**src/rtl/menu_sched_if.sv**
```systemverilog
`default_nettype none
// ============================================================================
// Module      : menu_sched_if
// Description : Bus bundle between the mouse/timing/game side and the menu
//               sequencer. master = stimulus side, slave = menu_sched.
// Revision    : 1.0 - initial release
// ============================================================================
interface menu_sched_if;
    logic        vsync_in;
    logic [11:0] xpos;
    logic [11:0] ypos;
    logic        mouse_left;
    logic        mouse_right;
    logic        game_over;
    logic [1:0]  mode;
    logic        game_start;
    logic        difficulty;
    logic [11:0] color1;
    logic [11:0] color2;
    logic [1:0]  hover;

    modport master (
        output vsync_in, xpos, ypos, mouse_left, mouse_right, game_over,
        input  mode, game_start, difficulty, color1, color2, hover
    );

    modport slave (
        input  vsync_in, xpos, ypos, mouse_left, mouse_right, game_over,
        output mode, game_start, difficulty, color1, color2, hover
    );
endinterface
`default_nettype wire

```
**src/rtl/menu_sched.sv**
```systemverilog
`default_nettype none
// ============================================================================
// Module      : menu_sched
// Description : Menu/game flow sequencer. Hit-tests clicks on the START,
//               DIFFICULTY and COLORS rows, applies committed clicks on frame
//               ticks and drives mode, difficulty and the colour pair.
//               Optional feature macro: MENU_PAUSE_EN (right-click pause).
// Revision    : 1.0 - initial release
// ============================================================================
module menu_sched #(
    parameter int BTN_X       = 448,
    parameter int BTN_W       = 128,
    parameter int BTN_H       = 16,
    parameter int START_Y     = 200,
    parameter int DIFF_Y      = 272,
    parameter int COLOR_Y     = 472,
    parameter int OVER_FRAMES = 120
) (
    input  wire logic       clk,
    input  wire logic       rst_n,
    menu_sched_if.slave     bus
);

    localparam logic [2:0]  c_st_idle  = 3'd0;
    localparam logic [2:0]  c_st_armed = 3'd1;
    localparam logic [2:0]  c_st_play  = 3'd2;
    localparam logic [2:0]  c_st_over  = 3'd3;
    localparam logic [2:0]  c_st_pause = 3'd4;

    localparam logic [1:0]  c_hit_none  = 2'd0;
    localparam logic [1:0]  c_hit_start = 2'd1;
    localparam logic [1:0]  c_hit_diff  = 2'd2;
    localparam logic [1:0]  c_hit_col   = 2'd3;

    localparam logic [11:0] c_x_lo     = 12'(BTN_X);
    localparam logic [11:0] c_x_hi     = 12'(BTN_X + BTN_W);
    localparam logic [11:0] c_start_lo = 12'(START_Y);
    localparam logic [11:0] c_start_hi = 12'(START_Y + BTN_H);
    localparam logic [11:0] c_diff_lo  = 12'(DIFF_Y);
    localparam logic [11:0] c_diff_hi  = 12'(DIFF_Y + BTN_H);
    localparam logic [11:0] c_col_lo   = 12'(COLOR_Y);
    localparam logic [11:0] c_col_hi   = 12'(COLOR_Y + BTN_H);
    localparam logic [7:0]  c_over_last = 8'(OVER_FRAMES - 1);

    logic [2:0] r_state;
    logic [1:0] r_item;
    logic [1:0] r_hover;
    logic [1:0] r_pal;
    logic [7:0] r_frame_cnt;
    logic       r_vsync_d;
    logic       r_left_q;
    logic       r_left_qq;
    logic       r_pend_start;
    logic       r_pend_diff;
    logic       r_pend_col;
    logic       r_difficulty;
    logic       r_game_start;

    logic [1:0] w_hit;
    logic       w_in_x;
    logic       w_tick;
    logic       w_press;
    logic       w_release;

    // Combinational hit-test of the current pointer position
    always_comb begin
        w_in_x = (bus.xpos >= c_x_lo) && (bus.xpos < c_x_hi);
        w_hit  = c_hit_none;
        if (w_in_x && bus.ypos >= c_start_lo && bus.ypos < c_start_hi)
            w_hit = c_hit_start;
        else if (w_in_x && bus.ypos >= c_diff_lo && bus.ypos < c_diff_hi)
            w_hit = c_hit_diff;
        else if (w_in_x && bus.ypos >= c_col_lo && bus.ypos < c_col_hi)
            w_hit = c_hit_col;
    end

    // Left-button edges are taken from a delayed pair so they line up with
    // the registered hover value of the same sample.
    assign w_tick    = bus.vsync_in & ~r_vsync_d;
    assign w_press   = r_left_q & ~r_left_qq;
    assign w_release = ~r_left_q & r_left_qq;

    // Edge-detect history and registered hover
    always_ff @(posedge clk or negedge rst_n) begin
        if (!rst_n) begin
            r_vsync_d <= 1'b0;
            r_left_q  <= 1'b0;
            r_left_qq <= 1'b0;
            r_hover   <= c_hit_none;
        end else begin
            r_vsync_d <= bus.vsync_in;
            r_left_q  <= bus.mouse_left;
            r_left_qq <= r_left_q;
            r_hover   <= w_hit;
        end
    end

`ifdef MENU_PAUSE_EN
    logic r_right_q;
    logic r_right_qq;
    logic w_rpress;

    assign w_rpress = r_right_q & ~r_right_qq;

    // Right-button edge history for pause toggling
    always_ff @(posedge clk or negedge rst_n) begin
        if (!rst_n) begin
            r_right_q  <= 1'b0;
            r_right_qq <= 1'b0;
        end else begin
            r_right_q  <= bus.mouse_right;
            r_right_qq <= r_right_q;
        end
    end
`else
    logic w_unused_right;
    assign w_unused_right = bus.mouse_right;
`endif

    // Menu sequencer: click arming/commit, frame-tick application, game flow
    always_ff @(posedge clk or negedge rst_n) begin
        if (!rst_n) begin
            r_state      <= c_st_idle;
            r_item       <= c_hit_none;
            r_pal        <= 2'd0;
            r_frame_cnt  <= 8'd0;
            r_pend_start <= 1'b0;
            r_pend_diff  <= 1'b0;
            r_pend_col   <= 1'b0;
            r_difficulty <= 1'b0;
            r_game_start <= 1'b0;
        end else begin
            r_game_start <= 1'b0;
            case (r_state)
                c_st_idle, c_st_armed: begin
                    // Tick consumes flags that were pending before this cycle;
                    // a commit in the same cycle re-arms a flag afterwards.
                    if (w_tick) begin
                        if (r_pend_diff)
                            r_difficulty <= ~r_difficulty;
                        if (r_pend_col)
                            r_pal <= r_pal + 2'd1;
                        r_pend_start <= 1'b0;
                        r_pend_diff  <= 1'b0;
                        r_pend_col   <= 1'b0;
                    end
                    if (w_tick && r_pend_start) begin
                        r_state      <= c_st_play;
                        r_game_start <= 1'b1;
                    end else if (r_state == c_st_idle) begin
                        if (w_press && r_hover != c_hit_none) begin
                            r_state <= c_st_armed;
                            r_item  <= r_hover;
                        end
                    end else if (w_release) begin
                        r_state <= c_st_idle;
                        if (r_hover == r_item) begin
                            case (r_item)
                                c_hit_start: r_pend_start <= 1'b1;
                                c_hit_diff:  r_pend_diff  <= 1'b1;
                                c_hit_col:   r_pend_col   <= 1'b1;
                                default:     ;
                            endcase
                        end
                    end
                end
                c_st_play: begin
                    r_pend_start <= 1'b0;
                    r_pend_diff  <= 1'b0;
                    r_pend_col   <= 1'b0;
                    if (bus.game_over) begin
                        r_state     <= c_st_over;
                        r_frame_cnt <= 8'd0;
                    end
`ifdef MENU_PAUSE_EN
                    else if (w_rpress)
                        r_state <= c_st_pause;
`endif
                end
                c_st_over: begin
                    if (w_tick) begin
                        if (r_frame_cnt == c_over_last) begin
                            r_state     <= c_st_idle;
                            r_frame_cnt <= 8'd0;
                        end else begin
                            r_frame_cnt <= r_frame_cnt + 8'd1;
                        end
                    end
                end
`ifdef MENU_PAUSE_EN
                c_st_pause: begin
                    if (bus.game_over) begin
                        r_state     <= c_st_over;
                        r_frame_cnt <= 8'd0;
                    end else if (w_rpress) begin
                        r_state <= c_st_play;
                    end
                end
`endif
                default: r_state <= c_st_idle;
            endcase
        end
    end

    // Output decode: mode from state, colour pair from palette index
    always_comb begin
        case (r_state)
            c_st_play:  bus.mode = 2'd1;
            c_st_over:  bus.mode = 2'd2;
            c_st_pause: bus.mode = 2'd3;
            default:    bus.mode = 2'd0;
        endcase
        case (r_pal)
            2'd0:    begin bus.color1 = 12'hFFF; bus.color2 = 12'h000; end
            2'd1:    begin bus.color1 = 12'h0F0; bus.color2 = 12'h000; end
            2'd2:    begin bus.color1 = 12'hFF0; bus.color2 = 12'h00F; end
            default: begin bus.color1 = 12'h000; bus.color2 = 12'hFFF; end
        endcase
    end

    assign bus.game_start = r_game_start;
    assign bus.difficulty = r_difficulty;
    assign bus.hover      = r_hover;

endmodule
`default_nettype wire

```
**src/flat_wrapper.sv**
```systemverilog
// flat-port wrapper written by rule: the top's interface ports become plain ports
module menu_sched_flat 
#(
    parameter int BTN_X       = 448,
    parameter int BTN_W       = 128,
    parameter int BTN_H       = 16,
    parameter int START_Y     = 200,
    parameter int DIFF_Y      = 272,
    parameter int COLOR_Y     = 472,
    parameter int OVER_FRAMES = 120
)
  (clk, rst_n, bus_vsync_in, bus_xpos, bus_ypos, bus_mouse_left, bus_mouse_right, bus_game_over, bus_mode, bus_game_start, bus_difficulty, bus_color1, bus_color2, bus_hover);
  menu_sched_if bus_i ();
  input  wire logic clk;
  input  wire logic rst_n;
  input wire logic [$bits(bus_i.vsync_in)-1:0] bus_vsync_in;
  input wire logic [$bits(bus_i.xpos)-1:0] bus_xpos;
  input wire logic [$bits(bus_i.ypos)-1:0] bus_ypos;
  input wire logic [$bits(bus_i.mouse_left)-1:0] bus_mouse_left;
  input wire logic [$bits(bus_i.mouse_right)-1:0] bus_mouse_right;
  input wire logic [$bits(bus_i.game_over)-1:0] bus_game_over;
  output wire logic [$bits(bus_i.mode)-1:0] bus_mode;
  output wire logic [$bits(bus_i.game_start)-1:0] bus_game_start;
  output wire logic [$bits(bus_i.difficulty)-1:0] bus_difficulty;
  output wire logic [$bits(bus_i.color1)-1:0] bus_color1;
  output wire logic [$bits(bus_i.color2)-1:0] bus_color2;
  output wire logic [$bits(bus_i.hover)-1:0] bus_hover;
  assign bus_i.vsync_in = bus_vsync_in;
  assign bus_i.xpos = bus_xpos;
  assign bus_i.ypos = bus_ypos;
  assign bus_i.mouse_left = bus_mouse_left;
  assign bus_i.mouse_right = bus_mouse_right;
  assign bus_i.game_over = bus_game_over;
  assign bus_mode = bus_i.mode;
  assign bus_game_start = bus_i.game_start;
  assign bus_difficulty = bus_i.difficulty;
  assign bus_color1 = bus_i.color1;
  assign bus_color2 = bus_i.color2;
  assign bus_hover = bus_i.hover;
  menu_sched #(.BTN_X(BTN_X), .BTN_W(BTN_W), .BTN_H(BTN_H), .START_Y(START_Y), .DIFF_Y(DIFF_Y), .COLOR_Y(COLOR_Y), .OVER_FRAMES(OVER_FRAMES)) u_core (.clk(clk), .rst_n(rst_n), .bus(bus_i));
endmodule
```
**config.mk**
```make
export PLATFORM = sky130hd
export DESIGN_NAME = menu_sched_flat
export DESIGN_NICKNAME = d
export VERILOG_FILES = /design/src/rtl/menu_sched_if.sv /design/src/rtl/menu_sched.sv /design/src/flat_wrapper.sv
export SDC_FILE = /design/constraint.sdc
export NUM_CORES = 1
export LEC_CHECK = 0
export BUFFER_PORTS_ARGS = -buffer_cell sky130_fd_sc_hd__buf_4
export CORE_MARGIN = 1
export CORE_UTILIZATION = 51
export DETAILED_ROUTE_END_ITERATION = 10
export HOLD_SLACK_MARGIN = 0.1
export PLACE_DENSITY_LB_ADDON = 0.25
export SETUP_SLACK_MARGIN = 0.05
export SYNTH_ARGS = -nofsm -noshare
export SYNTH_HDL_FRONTEND = slang
export SYNTH_SLANG_ARGS = --single-unit
export TNS_END_PERCENT = 5
```
**constraint.sdc**
```tcl
create_clock -name clk -period 4.4 [get_ports clk]
set_input_delay 0.22 -clock clk [delete_from_list [all_inputs] [get_ports clk]]
set_output_delay 0.22 -clock clk [all_outputs]
set_load 0.1 [all_outputs]
```
Yosys cells after proc, flatten, opt, wreduce, memory -nomap -nowiden. Index checks and enable logic that the tools add are counted.

Bits in registers: 25. Bits in latches: 0. Bits in writable memories: 0. ROM bits: 0. Input bits: 30. Output and inout bits: 30. Logic and storage cells: 109. Memories kept: 0.

Add/sub/neg operators: 2. Multiply operators: 0. Divide/modulo/power cells: 0. Magnitude comparators: 8. Eq/ne operators: 16. Shifts and indexed selects: 0. Multiplexer cells: 41. Bitwise gates (word level): 8. Reductions and logical operators: 21.

Operator list (number): $ge 12x9->1 const B (3); $pmux 12 s3 (1); $lt 12x9->1 const B (2); $mux 8 (3); $pmux 12 s2 (1); $mux 3 (7); $mux 1 (20); $pmux 8 s2 (1); $ge 12x8->1 const B (1); $lt 12x10->1 const B (1); $lt 12x8->1 const B (1); $logic_and 1x1->1 (9); $pmux 3 s3 (1); $reduce_and 3->1 (3); $add 8x1->8 const B (1); $eq 8x7->1 const B (1); $eq 2x2->1 const B (3); $eq 3x2->1 const B (2); $mux 2 (3); $pmux 1 s2 (3); $pmux 2 s3 (1); $reduce_bool 2->1 (3); $not 1->1 (5); $reduce_and 5->1 (1); 14 further kinds (19).

Logic depth before layout (Yosys ltp).
Depth in word-level cells: 9. Gate-level depth with buffers: 5. Depth with buffers taken out: 5.

Worst setup path before layout. OpenSTA, ideal clock, no wires.

Kind: reg-to-output. From: reg u_core.r_pal[0]. To: out bus_color1[10]. Data arrival time: 3.298 ns. Data required time: 4.180 ns. Path slack: 0.882 ns. Cell stages (with the launch flop): 6. Path buffers: 1. Cells stage by stage: dfrtp_1 -> inv_1 -> ha_1 -> nor2_1 -> nor2_1 -> buf_4.

Word-level cells in the longest chain between the ends: 2. Elaborated cells between the ends (all ways): 4. Those cells by class: eq/ne (2); mux (1); reduce/logical (1).

RTL lines: start: declaration (RTL line menu_sched.sv:48) `logic [1:0] r_pal;`; start signal: assignment (RTL line menu_sched.sv:142) `r_pal <= r_pal + 2'd1;`; $eq 2x2->1 (tied with other cells) (RTL line menu_sched.sv:213) `case (r_pal)`; $pmux 12 s3 * (RTL line menu_sched.sv:213); end: declaration (RTL line flat_wrapper.sv:25) `output wire logic [$bits(bus_i.color1)-1:0] bus_color1;`.

Every way passes the cells marked *; elsewhere a longest branch is shown, timed or not.

Worst setup path after layout.
From: in bus_vsync_in. To: reg u_core.r_frame_cnt[4].

Word-level cells in the longest chain between the ends: 3.

RTL lines: start: declaration (RTL line flat_wrapper.sv:16) `input wire logic [$bits(bus_i.vsync_in)-1:0] bus_vsync_in;`; $and 1x1->1 (RTL line menu_sched.sv:79) `assign w_tick = bus.vsync_in & ~r_vsync_d;`; $ne 2x1->1 (no source line); $reduce_and 3->1 (no source line); end signal: assignment (RTL line menu_sched.sv:186) `r_frame_cnt <= r_frame_cnt + 8'd1;`; end: declaration (RTL line menu_sched.sv:49) `logic [7:0] r_frame_cnt;`.

Every way passes these cells. A chain may end at the register's enable or synchronous reset.

==> results by group <==
Floorplan
  • Die Ht: 55.0 um
  • I/O pin count: 60
  • FP Rows: 18
  • Initial core utilization: 55.9%
  • Die area: 3030 um^2
  • Core region area: 2570 um^2
  • Die width: 55.0 um

CTS
  • TritonCTS clock tree: built
  • Clk slew on worst S/H paths: 0.14 ns
  • Num CTS Buffers: 3
  • H-tree levels: 1
  • Clock Latency Late Sink: 0.33 ns
  • Resized cells post-CTS: 0
  • Root Driver: clkbuf_4
  • Clk sinks: 24
  • Clk buf depth: 2

Synth
  • Mapped Nets: 184
  • Async S/R FF share, synth: 100%
  • Post-synthesis sequential area ratio: 41.8%
  • Top_reg_cell synth: dfrtp_1
  • Yosys top cell area share: 41.8%
  • Count leader, synth: dfrtp_1
  • Cell variety after synth: 44
  • Area leader, netlist: dfrtp_1
  • Mapped Area: 1440 um^2
  • Commonest cells post-synth: 24 x dfrtp_1, 19 x buf_4, 15 x nand2_1, 9 x nor2_1
  • Syn Inst Count: 150
  • Synth Warn #: 0
  • Dominant cells by area after synthesis: dfrtp_1 42%, buf_4 9.9%, nand2_1 3.9%, ha_1 3.5%, nand3_1 2.4%
  • Number of synthesized flops with an enable pin: 0
  • Synthesized flop and latch total: 24
  • Syn Area/Cell: 9.57 um^2

Critical path
  • Slowest-stage cell, CP: a21oi_1
  • Critical Path AT: 2.28 ns
  • Crit path required time: 4.63 ns
  • Worst r2r src: u_core.r_state[1]
  • Internal reg-to-reg setup slack: 2.39 ns
  • Largest fanout on the critical path: 15
  • CP Capture Point: u_core.r_frame_cnt[4]
  • Crit-path cells: dlygate4sd3_1 -> buf_4 -> and4b_1 -> a21oi_1 -> nor4_1 -> a211o_1
  • CP max stage delay: 0.74 ns
  • CP startpoint: bus_vsync_in
  • Crit end category: flip-flop
  • R2R depth: 4
  • CP Launch Type: primary input
  • Worst setup path class: primary input to flip-flop
  • Crit Reg-Reg Endpoint: u_core.r_frame_cnt[4]

Detailed routing
  • DRT Wirelength: 2840 um
  • DR vias/cell: 5.75
  • DR WL/cell: 13.2 um
  • Via count: 1243
  • Drt pass-1 iters: 4
  • Post-route ant nets: 0
  • Drt drc: 0
  • Initial drt markers: 22

Cells and area
  • Post-route cell area: 1760 um^2
  • # fillers: 201
  • Multi-input combinational cell area: 657 um^2
  • Ant. Diodes: 0
  • Synth-to-Final Area Change: 22.6%
  • Share of cells above drive strength 1: 33.3%
  • Post-route non-filler standard cell count: 216
  • FF/Latch Area: 601 um^2
  • Final nets: 221

Placement
  • Placer congestion estimate: 0.785
  • IO Port Bufs: 49
  • Placed instance area: 1690 um^2
  • DP Cell Count: 209
  • Post-detail-place hpwl: 2170 um

Global routing
  • Tot GR Track Use: 22.2%
  • Vias in the first global route: 1132
  • Global route overflow: 0
  • First-pass GRT wire length: 4660 um
  • Initial antenna violation count: 0
  • Largest net degree at the start of global routing: 25

Timing
  • Period utilisation layout: 46.6%
  • Final min period: 2.05 ns
  • Worst slew pin tran: 0.957 ns
  • Final hold vios: 0
  • F_max: 488 MHz
  • Setup violations, final: 0
  • Setup Skew: 0.0128 ns
  • RSZ-0062 raised after global routing: false
  • Slew Limit Fails: 0
  • Max-Slew Margin vs Limit: 36.2%
  • Setup TNS: 0 ns

Pwr
  • Tot Pwr: 0.646 mW
  • Peak supply drop: 0.253 mV
  • Pleak: 0.820 nW
  • Cell Pwr Density: 367 nW/um^2

Job
  • Max_cap viols: 0

Status
  • Status: completed

Min path
  • Hold WC Path Type: primary input to flip-flop
how the worst min path moves through the flow:
stage / startpoint / endpoint / slack [ns] / cells past startpoint
floorplan: rst_n / u_core.bus.difficulty / -0.08 / 0
global placement: rst_n / u_core.r_frame_cnt[4] / 0.13 / 1
detailed placement: rst_n / u_core.r_frame_cnt[4] / 0.14 / 1
CTS: bus_ypos[8] / u_core.bus.hover[1] / 0.12 / 3
global route: bus_ypos[8] / u_core.bus.hover[1] / 0.14 / 3
finish: bus_ypos[8] / u_core.bus.hover[1] / 0.13 / 3
cell type report:
class                      instances  share of cell area (%)
clock buffer                       4                    2.06
inverter                           8                    1.71
multi-input combinational         98                    37.3
sequential                        24                    34.1
tap                               30                    2.13
timing repair buffer              52                    22.6
layer usage:
layer	part of all wire (%)	GRT usage [%]
met1	40	22.7
met2	52	42.0
met3	6.2	4.10
met4	2.3	12.1
met5	0	0
state kept, by name (all words and copies together), names as in the netlist:
name / count
u_core.r_frame_cnt: 8
u_core.bus.hover: 2
u_core.r_item: 2
u_core.r_pal: 2
u_core.r_state: 2
u_core.bus.difficulty: 1
u_core.bus.game_start: 1
u_core.r_left_q: 1
u_core.r_left_qq: 1
u_core.r_pend_col: 1
u_core.r_pend_diff: 1
u_core.r_pend_start: 1
u_core.r_vsync_d: 1
critical path: cells and delay by family:
family | cells | cell delay [ns]
buffers and inverters | 2 | 0.69
AO/OA/AOI/OAI | 2 | 1.04
AND/OR/NAND/NOR | 2 | 0.33
cell families after synthesis:
family | Yosys count | synth area share, %
AOI/OAI and AO/OA | 28 | 14.5
xor gates and xnor gates | 3 | 1.83
adders and majority gates | 4 | 3.49
buffers and inverters | 28 | 12.4
DFF | 24 | 41.8
muxes | 3 | 2.35
and+or+nand+nor | 60 | 23.6
cells in the final DEF (no fill, tap or decap), drive strengths merged, types with 2 or more instances in the layout:
cell	instances
clkbuf	4
nor4	3
nand2b	2
and2	2
a21oi	6
o211ai	2
inv	8
ha	4
dfrtp	24
nor3b	2
nor2	9
a211oi	2
or3	2
nand3	8
xnor2	3
o21ai	7
mux2	3
and4	3
dlygate4sd3	3
or4	3
nand3b	3
o41ai	2
buf	49
nand2	15
timing repair:
action                    4_1_cts  5_1_grt
hold buffers                    3        0
setup buffers                   0        0
hold endpoints to repair       26        0
report_power, final:
part	switching, mW	internal, mW	total, mW
sequential	0.0533	0.258	0.311
combinational	0.138	0.0788	0.217
clock	0.0678	0.0507	0.119
total	0.259	0.387	0.646
through the flow:
step | utilization, % | worst slack, ns | hold WS, ns
2_1_floorplan | - | 0.882 | -0.0756
3_3_place_gp | 65.9 | 2.46 | 0.128
3_5_place_dp | 65.9 | 2.44 | 0.136
4_1_cts | 68.5 | 2.37 | 0.116
5_1_grt | 68.5 | 2.22 | 0.140
6_report | 68.5 | 2.35 | 0.128
Note: power is estimated with default switching activity, not from simulation.
